==> src/rtl/scroll_display_mux.sv <==
// Purpose: multiplexed 7-segment driver that scans digits and shows rotated, scrolling or blinking patterns.
// Latency: trans/led7seg are registered one cycle after scan_idx; offset/step update on the step-timer wrap.
// Backpressure: none; free-running display scan, enable=0 or rst=1 darkens the display and clears all counters.
module scroll_display_mux #(
    parameter int NUM_DIGITS = 7,
    parameter int SCAN_DIV   = 25000,
    parameter int BASE_DIV   = 50000000
) (
    input  logic                            clk,
    input  logic                            rst,
    input  logic                            enable,
    input  logic [1:0]                      mode,
    input  logic [1:0]                      speed,
    input  logic [7*NUM_DIGITS-1:0]         chars,
    output logic [NUM_DIGITS-1:0]           trans,
    output logic [6:0]                      led7seg,
    output logic [$clog2(NUM_DIGITS)-1:0]   offset,
    output logic                            step
);

    localparam int IW = $clog2(NUM_DIGITS);
    localparam int SW = $clog2(SCAN_DIV + 1);
    localparam int CW = $clog2(BASE_DIV + 1);

    localparam logic [IW:0]   NDIG      = (IW + 1)'(NUM_DIGITS);
    localparam logic [IW-1:0] LAST_IDX  = IW'(NUM_DIGITS - 1);
    localparam logic [SW-1:0] SCAN_LAST = SW'(SCAN_DIV - 1);
    localparam logic [CW-1:0] BASE_CNT  = CW'(BASE_DIV);

    localparam logic [1:0] MODE_STATIC = 2'b00;
    localparam logic [1:0] MODE_LEFT   = 2'b01;
    localparam logic [1:0] MODE_RIGHT  = 2'b10;
    localparam logic [1:0] MODE_BLINK  = 2'b11;

    logic [SW-1:0]         scan_cnt;
    logic [IW-1:0]         scan_idx;
    logic [CW-1:0]         step_cnt;
    logic                  blank;

    logic                  clear;
    logic [CW-1:0]         step_lim;
    logic                  step_hit;
    logic [IW:0]           off_inc;
    logic [IW-1:0]         off_up;
    logic [IW-1:0]         off_dn;
    logic [IW:0]           digit_sum;
    logic                  digit_wrap;
    logic [IW-1:0]         digit_sel;
    logic [6:0]            seg_sel;
    logic [NUM_DIGITS-1:0] trans_nxt;

    assign clear = rst || !enable;

    // Step period shrinks by powers of two; the compare is done one bit wider so a
    // period that shrinks below the current count fires immediately without overflow.
    assign step_lim = BASE_CNT >> speed;
    assign step_hit = ({1'b0, step_cnt} + (CW + 1)'(1)) >= {1'b0, step_lim};

    // Rotation offset neighbours, wrapping inside 0..NUM_DIGITS-1 for any digit count.
    assign off_inc = {1'b0, offset} + (IW + 1)'(1);
    assign off_up  = (off_inc >= NDIG) ? '0 : off_inc[IW-1:0];
    assign off_dn  = (offset == '0) ? LAST_IDX : offset - IW'(1);

    // Digit shown in the current slot: (scan_idx + offset) mod NUM_DIGITS on a widened sum.
    assign digit_sum  = {1'b0, scan_idx} + {1'b0, offset};
    assign digit_wrap = digit_sum >= NDIG;
    assign digit_sel  = digit_sum[IW-1:0] - (digit_wrap ? IW'(NUM_DIGITS) : IW'(0));

    // Pattern mux; an explicit compare per digit keeps non-power-of-2 counts in range.
    always_comb begin
        seg_sel = 7'h7F;
        for (int k = 0; k < NUM_DIGITS; k++) begin
            if (digit_sel == IW'(k)) begin
                seg_sel = chars[7*k +: 7];
            end
        end
    end

    // One-cold digit select, digit 0 driven on the MSB.
    always_comb begin
        trans_nxt = '1;
        for (int k = 0; k < NUM_DIGITS; k++) begin
            if (scan_idx == IW'(NUM_DIGITS - 1 - k)) begin
                trans_nxt[k] = 1'b0;
            end
        end
    end

    // Scan slot timer and digit index.
    always_ff @(posedge clk) begin
        if (clear) begin
            scan_cnt <= '0;
            scan_idx <= '0;
        end else if (scan_cnt == SCAN_LAST) begin
            scan_cnt <= '0;
            scan_idx <= (scan_idx == LAST_IDX) ? '0 : scan_idx + IW'(1);
        end else begin
            scan_cnt <= scan_cnt + SW'(1);
        end
    end

    // Output register: digit select and segments always come from the same scan_idx.
    always_ff @(posedge clk) begin
        if (clear) begin
            trans   <= '1;
            led7seg <= 7'h7F;
        end else begin
            trans   <= trans_nxt;
            led7seg <= blank ? 7'h7F : seg_sel;
        end
    end

    // Step timer driving scroll offset and blink phase.
    always_ff @(posedge clk) begin
        if (clear) begin
            step_cnt <= '0;
            offset   <= '0;
            blank    <= 1'b0;
            step     <= 1'b0;
        end else if (mode == MODE_STATIC) begin
            step_cnt <= '0;
            offset   <= '0;
            blank    <= 1'b0;
            step     <= 1'b0;
        end else if (step_hit) begin
            step_cnt <= '0;
            step     <= 1'b1;
            if (mode == MODE_LEFT) begin
                offset <= off_up;
            end else if (mode == MODE_RIGHT) begin
                offset <= off_dn;
            end
            blank <= (mode == MODE_BLINK) ? !blank : 1'b0;
        end else begin
            step_cnt <= step_cnt + CW'(1);
            step     <= 1'b0;
            blank    <= (mode == MODE_BLINK) ? blank : 1'b0;
        end
    end

endmodule

==> config.mk <==
export PLATFORM = sky130hd
export DESIGN_NAME = scroll_display_mux
export DESIGN_NICKNAME = d
export VERILOG_FILES = /design/src/rtl/scroll_display_mux.sv
export SDC_FILE = /design/constraint.sdc
export NUM_CORES = 1
export LEC_CHECK = 0
export CORE_AREA = 4 4 121 123
export DETAILED_ROUTE_END_ITERATION = 8
export DIE_AREA = 0 0 125 127
export PLACE_DENSITY = 0.48
export SYNTH_ARGS = -nofsm -noshare
export SYNTH_HDL_FRONTEND = slang
export SYNTH_SLANG_ARGS = --single-unit
==> constraint.sdc <==
create_clock -name clk -period 6.4 [get_ports clk]
set_input_delay 1.28 -clock clk [delete_from_list [all_inputs] [get_ports clk]]
set_output_delay 1.28 -clock clk [all_outputs]
set_load 0.1 [all_outputs]
==> results.txt, run 1 <==
----------------------------------------------------
[Clock network]
  Inserted Clock Buffers ... 9
  Buffer depth of the longest clock path ... 2
  Root Buffer Master ... sky130_fd_sc_hd__clkbuf_16
  Clock Pin Slew Worst Setup and Hold Paths ... ~60 ps
  Clock Latency Late Sink ... around 330 ps
  Count of H-tree levels built during CTS ... 3
  Cts-stage hold buffer count ... 0
  Sink count of the clock tree ... 63
  TritonCTS clock tree ... yes
  Number of instances resized during post-cts repair ... 0
  Buffer count from post-CTS setup fixing ... 0

[Floorplan]
  Initial core utilization ... between 20 and 30%
  Horizontal extent of the die ... between 100 and 150 um
  Placeable core region ... 13,700 sq um
  Total Die Area ... 15,900 sq um
  I/O pins ... 74
  Number of rows created at floorplan ... 43
  Die extent in y ... 127 um

[Power and ir drop]
  Part of the total power dissipated in sequential elements ... a little over two fifths
  Combinational Power Share ... approximately a tenth
  Static Leak ... 2.07 nW
  Pint ... roughly 0.71 mW
  Switching part of the total power ... ~25%
  Max VDD drop ... ~0.11 mV
  Relative contribution of the clock network to total power ... around 50%
  Pwr dens ... ~190 nW/um^2
  Net Sw Power ... about 0.24 mW
  Total Power Consumption ... between 0.9 and 1 mW

[Global route]
  Number of global-route vias before repair ... ~3,500
  Pin count of the biggest net entering global routing ... 32
  First-pass GRT wire length ... between 15 and 20 mm
  Number of antenna violations at the first check in global routing ... 0
  Tot GR Track Use ... between 10% and 20%
  Overflow left after global routing ... 0

[Synthesis]
  Post-synthesis instance area ... around 3900 sq um
  Post-synth ARST share ... 0%
  Count of mapped cells out of synthesis ... roughly 460
  Top cell type's share of synthesized area ... about a third
  Primary FF master, synth ... sky130_fd_sc_hd__dfxtp_1
  #FFs+latches synth ... 63
  Post-synth cell types ... 56
  Number of synthesized flops with an enable pin ... 0
  Register area share after synthesis ... approximately 33%
  Warnings, synthesis ... 0
  Top cells by area, synth ... sky130_fd_sc_hd__dfxtp_1 33%, sky130_fd_sc_hd__ha_1 10%, sky130_fd_sc_hd__xnor2_1 4.8%, sky130_fd_sc_hd__nand2_1 4.4%, sky130_fd_sc_hd__xor2_1 4.1%
  Synthesized area per cell ... about 8.5 sq um
  Net count after synthesis ... between 500 and 600
  Post-synthesis cell type with the largest combined area ... sky130_fd_sc_hd__dfxtp_1

[Status]
  Result of the run ... finished clean

[Timing]
  Final setup skew ... roughly 6.0 ps
  Number of setup violations in the final report ... 0
  Number of max-slew violations in the final report ... 0
  Slew at the pin closest to its max-slew limit ... between 1000 and 1500 ps
  Post-route worst setup slack ... approximately 2300 ps
  Unrepaired setup endpoints after global routing ... no
  Final worst path period need ... 4120 ps
  Final hold violation count ... 0
  Remaining max-slew budget at the tightest pin ... 28.3%
  Period Utilization, post-route ... 64.3%
  Post-route setup TNS ... 0 ps
  Achievable frequency ... 243 MHz

[Setup path]
  Slowest cell on the critical path ... sky130_fd_sc_hd__fa_1
  Worst Path Required ... ~6600 ps
  Worst endpoint data arrival time ... 4310 ps
  Maximum cell stage delay along the critical path ... around 1100 ps
  Reg-to-reg critical path startpoint ... offset[0]
  Launching element type of the critical path ... register
  Crit-path max FO ... 28
  CP startpoint ... offset[0]
  Cells along the critical path ... ha_1, fa_1, xor2_1, nand3_1, and2_1, inv_1, ha_1, inv_1, fa_1, nand2_1, o22a_1, a21oi_1, o32a_1, nand4_1
  Worst Setup End Kind ... register
  Start-to-end type of the worst setup path ... register to register

[Final layout]
  Leading cell type in the layout, fill and taps excluded ... sky130_fd_sc_hd__clkdlybuf4s50_1
  Proportion of layout cells with a drive suffix above 1 ... about 6.8%
  Ant diodes ... 0
  Layout-stage area growth over the synthesis result ... 30.9%
  Fin nets ... around 620
  Highest-count cells in the layout ignoring fill and taps ... 73 x sky130_fd_sc_hd__clkdlybuf4s50_1, 63 x sky130_fd_sc_hd__dfxtp_1, 45 x sky130_fd_sc_hd__nand2_1

[Detailed routing]
  Antenna-violating nets left ... 0
  Router iterations before antenna repair ... 5
  Via count ... roughly 3,500
  DRC violation total after the first TritonRoute iteration ... between 150 and 200
  Drt wl/cell ... approximately 15 um
  Remaining design rule violation count ... 0
  Ratio of routed vias to standard cells ... approximately 4.9
  Final WL ... 10.6 mm

[Placement]
  HPWL after detailed placement ... approximately 8.1 mm
  Input/output buffers ... 73
  Worst-case setup slack after placement ... about 2200 ps
  Gp weighted congestion ... ~0.86

[Min path]
  Class of the worst hold path ... register to register
  Min-delay src ... scan_cnt[0]

[Flow run]
  Max-Cap Viols ... 0

----------------------------------------------------
## kinds of logic after synthesis
kind of cell / share of synthesized area, %
muxes: 2.63
DFF: 32.7
buffers and inverters: 3.31
adders and majority gates: 11.4
xor gates and xnor gates: 8.86
and+or+nand+nor: 27.1
AOI/OAI and AO/OA: 13.9
## critical path, delay by kind of cell (launching register included)
| family | cells | cell delay [ps] |
|---|---|---|
| simple gates | 4 | 730 |
| flops | 1 | 400 |
| xor+xnor | 1 | 230 |
| fa+ha+maj | 4 | 1860 |
| buf+inv | 2 | 100 |
| compound gates | 3 | 640 |
## per-layer routing
layer | track usage [%] | routed length (um) | up-vias
met4 | 4.15 | 148 | 0
li1 | - | - | 1775
met5 | 0 | 0 | -
met2 | 22.4 | 4970 | 91
met3 | 3.89 | 592 | 13
met1 | 17.2 | 4880 | 1597
## power groups by stage
stage               Combinational, mW  Clock (mW)  Sequential [mW]
floorplan                      0.0265           0            0.422
global placement               0.0890           0            0.406
detailed placement             0.0893           0            0.406
CTS                            0.0900       0.474            0.397
global route                   0.0969       0.487            0.397
finish                         0.0895       0.460            0.397
## cell usage after synthesis, types with 2 or more instances
master                      number
sky130_fd_sc_hd__nor3_1         16
sky130_fd_sc_hd__nand4_1        12
sky130_fd_sc_hd__o2111ai_1       3
sky130_fd_sc_hd__xor2_1         18
sky130_fd_sc_hd__o31ai_1         2
sky130_fd_sc_hd__o221ai_1        2
sky130_fd_sc_hd__a221o_1         3
sky130_fd_sc_hd__nor2b_1         8
sky130_fd_sc_hd__xnor2_1        21
sky130_fd_sc_hd__a211oi_1        4
sky130_fd_sc_hd__and2_1          3
sky130_fd_sc_hd__nor4b_1         2
sky130_fd_sc_hd__nor4_1          3
sky130_fd_sc_hd__nand2_1        45
sky130_fd_sc_hd__a21o_1          7
sky130_fd_sc_hd__o21ai_0        10
sky130_fd_sc_hd__and3_1         17
sky130_fd_sc_hd__o22ai_1         3
sky130_fd_sc_hd__buf_1           3
sky130_fd_sc_hd__fa_1            2
sky130_fd_sc_hd__clkbuf_1       10
sky130_fd_sc_hd__a21oi_1        24
sky130_fd_sc_hd__o21bai_1        3
sky130_fd_sc_hd__nand2b_1        9
sky130_fd_sc_hd__a31oi_1         5
sky130_fd_sc_hd__nor3b_1         3
sky130_fd_sc_hd__ha_1           32
sky130_fd_sc_hd__inv_1          18
sky130_fd_sc_hd__a221oi_1        2
sky130_fd_sc_hd__and3_2          7
sky130_fd_sc_hd__nor2_1         40
sky130_fd_sc_hd__nand3_1        20
sky130_fd_sc_hd__o21a_1          3
sky130_fd_sc_hd__mux2i_1         9
sky130_fd_sc_hd__or3_1           3
sky130_fd_sc_hd__dfxtp_1        63
## per-stage QoR
stage | utilization [%] | cell area [sq um] | std cells | hold slack (ps)
after floorplan | - | 3850 | 455 | 418
after global placement | 34.8 | 4760 | 695 | 436
after detailed placement | 34.8 | 4760 | 695 | 437
after CTS | 36.9 | 5040 | 711 | 465
after global routing | 36.9 | 5040 | 711 | 507
final | 36.9 | 5040 | 711 | 463
## flip-flops by register name (all words and copies together), names as in the netlist
signal / flops
scan_idx: 3
scan_cnt: 15
blank: 1
step_cnt: 26
led7seg: 7
step: 1
trans: 7
offset: 3
## cell type report
cell class                 count  area [sq um]
inverter                      18          67.6
multi-input combinational    360          2470
tap                          180           225
timing repair buffer          74           738
fill                        1434          8620
clock inverter                 7          56.3
sequential                    63          1260
clock buffer                   9           225
## path summary, 6_finish.rpt
path / depth (start not counted) / endpoint / slack, ps
hold / removal: 1 / scan_cnt[0] / 460
setup reg to reg: 14 / led7seg[5] / 2280
setup / recovery: 14 / led7seg[5] / 2280
hold reg to reg: 1 / scan_cnt[0] / 460
Note: power is estimated with default switching activity, not from simulation.
==> inputs of run 2 (changes only) <==
Clock period 6.4 ns to 4.15 ns, I/O delays scaled along.
==> run 2 against run 1 <==
Compared with the run above: die area stayed put; final cell count is 0.56% higher; utilization is 0.55 points higher; non-clock buffer count is 4 higher; sequential power is 54% higher; combinational power is 55% higher; clock-buffer cell count is 1 higher; largest power group unchanged.
==> results.txt, run 2 (synthesis gave the netlist of run 1 again) <==
----------------------------------------------------
[Status]
  Result of the run ... finished clean

[Setup path]
  Total buffers and inverters traversed by the critical path ... 0 (-2)
  Slowest cell on the critical path ... sky130_fd_sc_hd__nor4_1
  Worst endpoint data arrival time ... 3870 ps (-440 ps)
  Reg-to-reg critical path startpoint ... step_cnt[3]
  Maximum cell stage delay along the critical path ... 620 ps (-460 ps)
  Largest delay contributor family on the critical path ... simple AND/OR/NAND/NOR gates
  Start-to-end type of the worst setup path ... register to register
  Launching element type of the critical path ... register
  CP startpoint ... step_cnt[3]
  Worst Path Required ... 4400 ps (-2190 ps)
  Cells along the critical path ... nand3_4, nor4_1, nor3b_1, xor2_1, ha_1, nand4_1, a211oi_2, a2111oi_2, a211o_2, nand2_2, a21oi_1
  Crit-path max FO ... 17 (-39%)
  Worst Setup End Kind ... register

[Final layout]
  Area of the multi-input gates ... 2460 sq um (-0.20%)
  Reg area ... 1260 sq um (unchanged)
  Fin nets ... 620 (+0.65%)
  Leading cell type in the layout, fill and taps excluded ... sky130_fd_sc_hd__clkdlybuf4s50_1
  Highest-count cells in the layout ignoring fill and taps ... 73 x sky130_fd_sc_hd__clkdlybuf4s50_1, 63 x sky130_fd_sc_hd__dfxtp_1, 45 x sky130_fd_sc_hd__nand2_1
  Fin util ... 37.5% (+0.55 points)
  Number of flip-flops in the largest register ... 26 (unchanged)
  Proportion of layout cells with a drive suffix above 1 ... 7.29% (+0.51 points)
  Layout-stage area growth over the synthesis result ... 32.8%
  Biggest registers after layout ... step_cnt: 26 flops, scan_cnt: 15 flops
  Register name with the most flops ... step_cnt
  Filler Cell Count ... 1,404 (-2.1%)
  Ant diodes ... 0 (unchanged)

[Floorplan]
  Die extent in y ... 127 um (unchanged)
  I/O pins ... 74 (unchanged)
  Placeable core region ... 13,700 sq um (unchanged)
  Number of rows created at floorplan ... 43 (unchanged)
  Initial core utilization ... 28.2% (unchanged)
  Total Die Area ... 15,900 sq um (unchanged)
  Horizontal extent of the die ... 125 um (unchanged)

[Clock network]
  Count of H-tree levels built during CTS ... 3 (unchanged)
  Buffer depth of the longest clock path ... 2 (unchanged)
  Buffer count from post-CTS setup fixing ... 0 (unchanged)
  Clock Pin Slew Worst Setup and Hold Paths ... 60 ps (about the same)
  Root Buffer Master ... sky130_fd_sc_hd__clkbuf_16
  TritonCTS clock tree ... yes
  Sink count of the clock tree ... 63 (unchanged)
  Cts-stage hold buffer count ... 0 (unchanged)
  Clock Latency Late Sink ... 330 ps (about the same)
  Inserted Clock Buffers ... 9 (unchanged)
  Number of instances resized during post-cts repair ... 0 (unchanged)

[Global route]
  Pin count of the biggest net entering global routing ... 26 (-19%)
  Tot GR Track Use ... 12.9% (-0.61 points)
  First-pass GRT wire length ... 16.8 mm (-4.4%)
  Number of global-route vias before repair ... 3,488 (+0.96%)
  Overflow left after global routing ... 0 (unchanged)
  Number of antenna violations at the first check in global routing ... 0 (unchanged)

[Placement]
  Gp weighted congestion ... 0.853 (-1.2%)
  Input/output buffers ... 73 (unchanged)
  HPWL after detailed placement ... 7.92 mm (-1.8%)

[Detailed routing]
  Router iterations before antenna repair ... 4 (-1)
  DRC violation total after the first TritonRoute iteration ... 138 (-23%)
  Drt wl/cell ... 14.4 um (-3.1%)
  Routed length on met2 ... 4.83 mm (-2.9%)
  Remaining design rule violation count ... 0 (unchanged)
  Post-Route M1 WL ... 4.90 mm (+0.39%)
  Highest metal layer with signal wires ... met4
  Via count ... 3,467 (-0.26%)
  Ratio of routed vias to standard cells ... 4.85 (-0.82%)
  Final WL ... 10.3 mm (-2.6%)
  Antenna-violating nets left ... 0 (unchanged)
  Met3 routed WL ... 486 um (-18%)

[Power and ir drop]
  Pwr dens ... 309 nW/um^2 (+64%)
  Static Leak ... 2.10 nW (+1.9%)
  Max VDD drop ... 0.168 mV (+51%)

[Timing]
  Achievable frequency ... 276 MHz (+14%)
  Slew at the pin closest to its max-slew limit ... 994 ps (-73.2 ps)
  Unrepaired setup endpoints after global routing ... no
  Number of setup violations in the final report ... 0 (unchanged)
  Post-route setup TNS ... 0 ps (unchanged)
  Final hold violation count ... 0 (unchanged)
  Final setup skew ... 6.07 ps (+0.0712 ps)
  Period Utilization, post-route ... 87.2% (+23 points)
  Number of max-slew violations in the final report ... 0 (unchanged)
  Final worst path period need ... 3620 ps (-498 ps)
  Remaining max-slew budget at the tightest pin ... 33.5% (+5.2 points)

[Min path]
  Class of the worst hold path ... register to register
  Min-delay src ... scan_cnt[0]

[Flow run]
  Max-Cap Viols ... 0 (unchanged)

----------------------------------------------------
run 2: cell types whose count changed in the layout (fill, tap and decap cells not counted):
| cell | previous run | this run |
|---|---|---|
| sky130_fd_sc_hd__nor3_1 | 15 | 16 |
| sky130_fd_sc_hd__clkbuf_8 | 0 | 1 |
| sky130_fd_sc_hd__clkinv_2 | 1 | 0 |
| sky130_fd_sc_hd__buf_4 | 1 | 5 |
| sky130_fd_sc_hd__bufinv_16 | 0 | 2 |
| sky130_fd_sc_hd__nor3_2 | 1 | 0 |
| sky130_fd_sc_hd__clkinvlp_4 | 1 | 2 |
| sky130_fd_sc_hd__clkinv_4 | 3 | 1 |
| sky130_fd_sc_hd__inv_6 | 2 | 1 |
run 2: cell type report:
class / instances / area share [%]
inverters: 18 / 1.32
repair buffers: 78 / 15.0
clock buffers: 10 / 4.67
flip-flops and latches: 63 / 24.6
multi-input cells: 360 / 48.2
well taps: 180 / 4.40
clock inverters: 6 / 1.81
run 2: routing by layer:
layer / up-vias / GRT usage [%]
li1: 1779 / -
met1: 1614 / 16.4
met3: 8 / 3.22
met4: 0 / 3.89
met2: 66 / 21.8
met5: - / 0
run 2: path summary, 6_finish.rpt:
kind              cells past startpoint  slack [ps]          end
setup / recovery                     11         530  step_cnt[8]
hold / removal                        1         450  scan_cnt[0]
setup reg to reg                     11         530  step_cnt[8]
hold reg to reg                       1         450  scan_cnt[0]
run 2: per-stage QoR:
step	hold slack (ps)	cells	power [mW]	setup WS (ps)	cell area, sq um
2_1_floorplan	418	455	0.691	261	3850
3_3_place_gp	434	699	0.765	385	4790
3_5_place_dp	440	699	0.765	365	4790
4_1_cts	453	715	1.61	480	5120
5_1_grt	494	715	1.65	201	5120
6_report	452	715	1.58	531	5120
run 2: where the power goes:
part	switching, mW	leakage (nW)	internal (mW)
logic	0.0684	1.44	0.0707
registers	0.00241	0.510	0.610
clock network	0.284	0.155	0.545
total	0.354	2.10	1.23
